`config.mk`:
```
export PLATFORM = sky130hd
export DESIGN_NAME = raster_out_formatter
export DESIGN_NICKNAME = d
export VERILOG_FILES = /design/src/rtl/raster_out_formatter.sv
export SDC_FILE = /design/constraint.sdc
export NUM_CORES = 1
export LEC_CHECK = 0
export CAP_MARGIN = 20
export CELL_PAD_IN_SITES_DETAIL_PLACEMENT = 0
export CELL_PAD_IN_SITES_GLOBAL_PLACEMENT = 1
export CORE_MARGIN = 8
export CORE_UTILIZATION = 46
export DETAILED_ROUTE_END_ITERATION = 12
export PLACE_DENSITY_LB_ADDON = 0.1
export SYNTH_ARGS = -nofsm -noshare
export SYNTH_HDL_FRONTEND = slang
export SYNTH_SLANG_ARGS = --single-unit
```
`constraint.sdc`:
```
create_clock -name clk -period 2.5 [get_ports clk]
set_clock_uncertainty 0.15 [all_clocks]
set_input_delay 0.375 -clock clk [delete_from_list [all_inputs] [get_ports clk]]
set_output_delay 0.375 -clock clk [all_outputs]
set_load 0.01 [all_outputs]
```
`src/rtl/raster_out_formatter.sv`:
```
// raster_out_formatter: tracks raster position of the window-center result
// stream, drops results whose 3x3 window was incomplete (first two rows and
// first two columns), tags survivors with sof/eol and buffers them in a small
// FIFO that absorbs downstream backpressure.
module raster_out_formatter #(
    parameter int DATA_WIDTH   = 32,
    parameter int IMAGE_WIDTH  = 640,
    parameter int IMAGE_HEIGHT = 480,
    parameter int FIFO_DEPTH   = 8
) (
    input  logic                  clk,
    input  logic                  rst_n,
    input  logic [DATA_WIDTH-1:0] din,
    input  logic                  din_valid,
    input  logic                  frame_start,
    output logic [DATA_WIDTH-1:0] dout,
    output logic                  dout_valid,
    input  logic                  dout_ready,
    output logic                  dout_sof,
    output logic                  dout_eol,
    output logic                  overflow,
    output logic                  busy
);

    localparam int CW = $clog2(IMAGE_WIDTH);
    localparam int RW = $clog2(IMAGE_HEIGHT);
    localparam int AW = $clog2(FIFO_DEPTH);
    localparam int NW = AW + 1;
    localparam int EW = DATA_WIDTH + 2;

    localparam logic [CW-1:0] COL_LAST = CW'(IMAGE_WIDTH - 1);
    localparam logic [RW-1:0] ROW_LAST = RW'(IMAGE_HEIGHT - 1);
    localparam logic [CW-1:0] COL_TWO  = CW'(2);
    localparam logic [RW-1:0] ROW_TWO  = RW'(2);
    localparam logic [NW-1:0] CNT_FULL = NW'(FIFO_DEPTH);

    typedef enum logic {
        IDLE,
        ACTIVE
    } state_t;

    state_t          state;
    logic [CW-1:0]   col;
    logic [RW-1:0]   row;

    logic [EW-1:0]   mem [FIFO_DEPTH];
    logic [AW-1:0]   wr_ptr;
    logic [AW-1:0]   rd_ptr;
    logic [NW-1:0]   count;
    logic [NW-1:0]   count_next;

    logic            start;
    logic            active_pix;
    logic            last_col;
    logic            last_row;
    logic            qualified;
    logic            full;
    logic            pop;
    logic            push;
    logic [EW-1:0]   entry;

    // Pixel classification and FIFO handshake decode for the current cycle
    always_comb begin
        start      = din_valid & frame_start;
        // A frame_start pixel is always (0,0) and therefore never qualified
        active_pix = din_valid & (state == ACTIVE) & ~frame_start;
        last_col   = (col == COL_LAST);
        last_row   = (row == ROW_LAST);
        qualified  = active_pix & (row >= ROW_TWO) & (col >= COL_TWO);
        entry      = {(row == ROW_TWO) && (col == COL_TWO), last_col, din};
        full       = (count == CNT_FULL);
        pop        = dout_valid & dout_ready;
        push       = qualified & (~full | pop);
        count_next = count;
        if (push && !pop) begin
            count_next = count + NW'(1);
        end else if (pop && !push) begin
            count_next = count - NW'(1);
        end
    end

    // Frame FSM with raster counters; busy is registered alongside the state
    always_ff @(posedge clk or negedge rst_n) begin
        if (!rst_n) begin
            state <= IDLE;
            col   <= '0;
            row   <= '0;
            busy  <= 1'b0;
        end else if (start) begin
            // Start or restart: this pixel is (0,0), so the next one is (0,1)
            state <= ACTIVE;
            busy  <= 1'b1;
            col   <= CW'(1);
            row   <= '0;
        end else if (active_pix) begin
            if (last_col) begin
                col <= '0;
                if (last_row) begin
                    row   <= '0;
                    state <= IDLE;
                    busy  <= 1'b0;
                end else begin
                    row <= row + RW'(1);
                end
            end else begin
                col <= col + CW'(1);
            end
        end
    end

    // Sticky overflow: set on a dropped qualified pixel, cleared by frame start
    always_ff @(posedge clk or negedge rst_n) begin
        if (!rst_n) begin
            overflow <= 1'b0;
        end else if (start) begin
            overflow <= 1'b0;
        end else if (qualified && full && !pop) begin
            overflow <= 1'b1;
        end
    end

    // Output FIFO storage, pointers, occupancy and registered valid flag
    always_ff @(posedge clk or negedge rst_n) begin
        if (!rst_n) begin
            for (int unsigned i = 0; i < FIFO_DEPTH; i++) begin
                mem[i] <= '0;
            end
            wr_ptr     <= '0;
            rd_ptr     <= '0;
            count      <= '0;
            dout_valid <= 1'b0;
        end else begin
            // When full, a write is only allowed with a pop; it lands in the
            // slot being read out this same cycle, which is already consumed.
            if (push) begin
                mem[wr_ptr] <= entry;
                wr_ptr      <= wr_ptr + AW'(1);
            end
            if (pop) begin
                rd_ptr <= rd_ptr + AW'(1);
            end
            count      <= count_next;
            dout_valid <= (count_next != '0);
        end
    end

    // Head entry drives the outputs straight from storage registers
    always_comb begin
        {dout_sof, dout_eol, dout} = mem[rd_ptr];
    end

endmodule
```
==> impl_metrics.yaml <==
grt:
  grt_pass1_vias: 9591
  use_met2_pct: 33.4
  grt.busiest_layer: "met2"
  met3_usage_pct: 2.85
  grt_max_degree: 70
  grt_pass1_wl_um: 54300
  antenna_found_initial: 0
  grt_overflow: 0
  gr-usage-met1_pct: 24.6
  track_usage_pct: 19.1
detailed_routing:
  drt_pass1_iterations: 4
  drcViolationCount: 0
  wl_um: 35900
  wl_per_cell_um: 23.7
  viasPerCell: 5.68
  vias: 8610
  drt.antenna.violating_nets: 0
  first_iter_violations: 501
sta:
  tns_ns: -31.08
  rsz0062_at_grt: "yes"
  setup_viol: 243
  max_freq_mhz: 355
  timing.final.ws_setup_ns: -0.316
  period_share_pct: 113
  worst_pin_slew_ns: 0.644
  fin_crit_ns: 2.82
  slew-limit-headroom_pct: 56.8
  final_hold_viol_count: 0
  drv_slew: 0
cts:
  insertion_delay_ns: 0.50
  cts_tree: "done"
  clk_path_buf_depth: 3
  numClockSinks: 304
  cts.root.buffer_cell: "clkbuf_16"
  cts_htree_levels: 2
  cts_buffers: 35
  clk_pin_slew_ns: 0.06
worst_hold_path:
  hold_path_class: "in2async"
critical_path:
  regToRegSetupSlack_ns: -0.24
  r2r_cells: 9
  rr_endpoint: "mem[262]$_DFFE_PN0P_"
  cp-startpoint: "rd_ptr[0]$_DFFE_PN0P_"
  worstPathArrival_ns: 2.29
  worstSetupPathType: "reg2out"
  worstPathMaxFanout: 7
  startpoint_type: "flop"
  required_ns: 1.98
  reg2reg_from: "row[0]$_DFFE_PN0P_"
  critPathCaptureType: "output port"
layout:
  nets: 1146
  layout_commonest_cell: "dfrtp_1"
  nFillCells: 2160
  area_growth_pct: 35.9
  instances_no_fill: 1515
  drive_above_1_share_pct: 56.0
  multi_input_area_sq_um: 6670
  final_cell_mix: "301 x dfrtp_1, 164 x mux2_4, 132 x mux2_2"
  regArea_sq_um: 7610
  n_antenna_cell: 0
die:
  die_h_um: 189
  die_w_um: 189
  rows: 63
  initial_core_util_pct: 46.6
  core_sq_um: 29600
  ios: 74
  die_area_sq_um: 35800
synth:
  synth_xor_area_share_pct: 0.824
  synth_nets: 941
  synth_edf_count: 0
  ys.flop_type: "dfrtp_1"
  synth-simple-area-share_pct: 3.61
  ys_seq_elements: 304
  synth_top_family_by_area: "multiplexers"
  synth_cells: 896
  synthMuxAreaShare_pct: 35.6
  avgSynthCellArea_sq_um: 15.4
  yosys_warnings: 0
  async_flop_share_pct: 100
  synth_area_sq_um: 13800
  synth_compound_area_share_pct: 1.99
  ys_types: 48
  synth-adder-area-share_pct: 0.724
  seq_area_frac_synth_pct: 55.0
pwr:
  powerDensity_nw_per_um2: 1160
  p_total_w: 0.0218
  irDropWorstVdd_mv: 0.615
  power_leakage_nw: 8.96
status:
  violations: "setup timing"
  status: "complete, but fails checks"
place:
  hpwl_um: 20400
  dp_slack_ns: -0.533
  port_buffers: 73
  gp_congestion: 0.763
  placed_cells: 1386
run:
  cap_violations: 0
==> power breakdown <==
part	switching (W)	internal [W]	total (W)
registers	0.000993	0.00662	0.00761
logic	0.00328	0.00586	0.00914
clock network	0.00198	0.00307	0.00504
total	0.00624	0.0155	0.0218
==> worst max-delay path, cell delays in order (launching register included) <==
cell     delay [ns]
dfrtp_4        0.49
buf_12         0.15
buf_12         0.14
buf_6          0.12
mux4_2         0.43
mux2_4         0.32
buf_6          0.13
==> how the worst max path moves through the flow <==
| stage | slack (ns) | cells past startpoint | to |
|---|---|---|---|
| 6_report | -0.32 | 6 | dout[2] |
| 3_5_place_dp | -0.53 | 7 | mem[201]$_DFFE_PN0P_ |
| 4_1_cts | -0.41 | 7 | dout[3] |
| 3_3_place_gp | -0.49 | 7 | mem[199]$_DFFE_PN0P_ |
| 2_1_floorplan | -0.08 | 9 | mem[244]$_DFFE_PN0P_ |
| 5_1_grt | -0.37 | 6 | dout[25] |
==> cell type report <==
type,instances,share of cell area [%]
Sequential cell,304,40.5
Multi-Input combinational cell,528,35.5
Timing Repair Buffer,220,15.0
Clock buffer,52,5.49
Tap cell,390,2.60
Clock inverter,9,0.606
Inverter,12,0.240
==> synth_stat cells (3+ instances only) <==
cell / count / area [sq um]
mux2i_1: 6 / 60.1
dfrtp_1: 304 / 7610
o31ai_1: 4 / 30.0
nor2_1: 18 / 67.6
inv_1: 12 / 45.0
and3_1: 7 / 43.8
nor4_1: 3 / 18.8
nand2_1: 30 / 113
nand2b_1: 4 / 25.0
mux4_2: 68 / 1530
buf_2: 20 / 100
a21oi_1: 5 / 25.0
clkbuf_1: 16 / 60.1
buf_1: 7 / 26.3
nor3_2: 3 / 30.0
or4_1: 3 / 22.5
or3_1: 4 / 25.0
xnor2_1: 10 / 87.6
mux2_2: 265 / 2980
nand3_1: 9 / 45.0
mux2_1: 31 / 349
buf_4: 9 / 67.6
xor2_1: 3 / 26.3
ha_1: 8 / 100
o21ai_0: 19 / 95.1
==> cell families after synthesis <==
| group | count (synthesis) |
|---|---|
| AOI/OAI and AO/OA | 41 |
| xor gates and xnor gates | 13 |
| adders and majority gates | 8 |
| buffers and inverters | 64 |
| DFF | 304 |
| muxes | 370 |
| and+or+nand+nor | 96 |
==> layer usage <==
| metal | routed length, um | vias up |
|---|---|---|
| li1 | - | 3750 |
| met1 | 15400 | 4642 |
| met2 | 18400 | 167 |
| met3 | 1460 | 51 |
| met4 | 724 | 0 |
| met5 | 0 | - |
==> state kept, by name, indices dropped and copies added (netlist names) <==
signal / cells
state: 1
row: 9
overflow: 1
mem: 272
col: 10
wr_ptr: 3
dout_valid: 1
count: 4
rd_ptr: 3
==> metrics by stage <==
stage | utilization (%) | hold WS, ns | area, sq um
floorplan | - | -0.0706 | 14000
global placement | 53.4 | 0.224 | 15800
detailed placement | 53.4 | 0.240 | 15800
CTS | 60.9 | 0.280 | 18100
global route | 63.4 | 0.313 | 18800
finish | 63.4 | 0.269 | 18800
==> timing repair <==
item,4_1_cts,5_1_grt
gates resized for setup,263,146
setup buffers,34,19
gates cloned,14,15
hold buffers,1,0
pin swaps,7,5
hold endpoints to repair,62,0
setup endpoints to repair,179,309
Note: power is estimated with default switching activity, not from simulation.
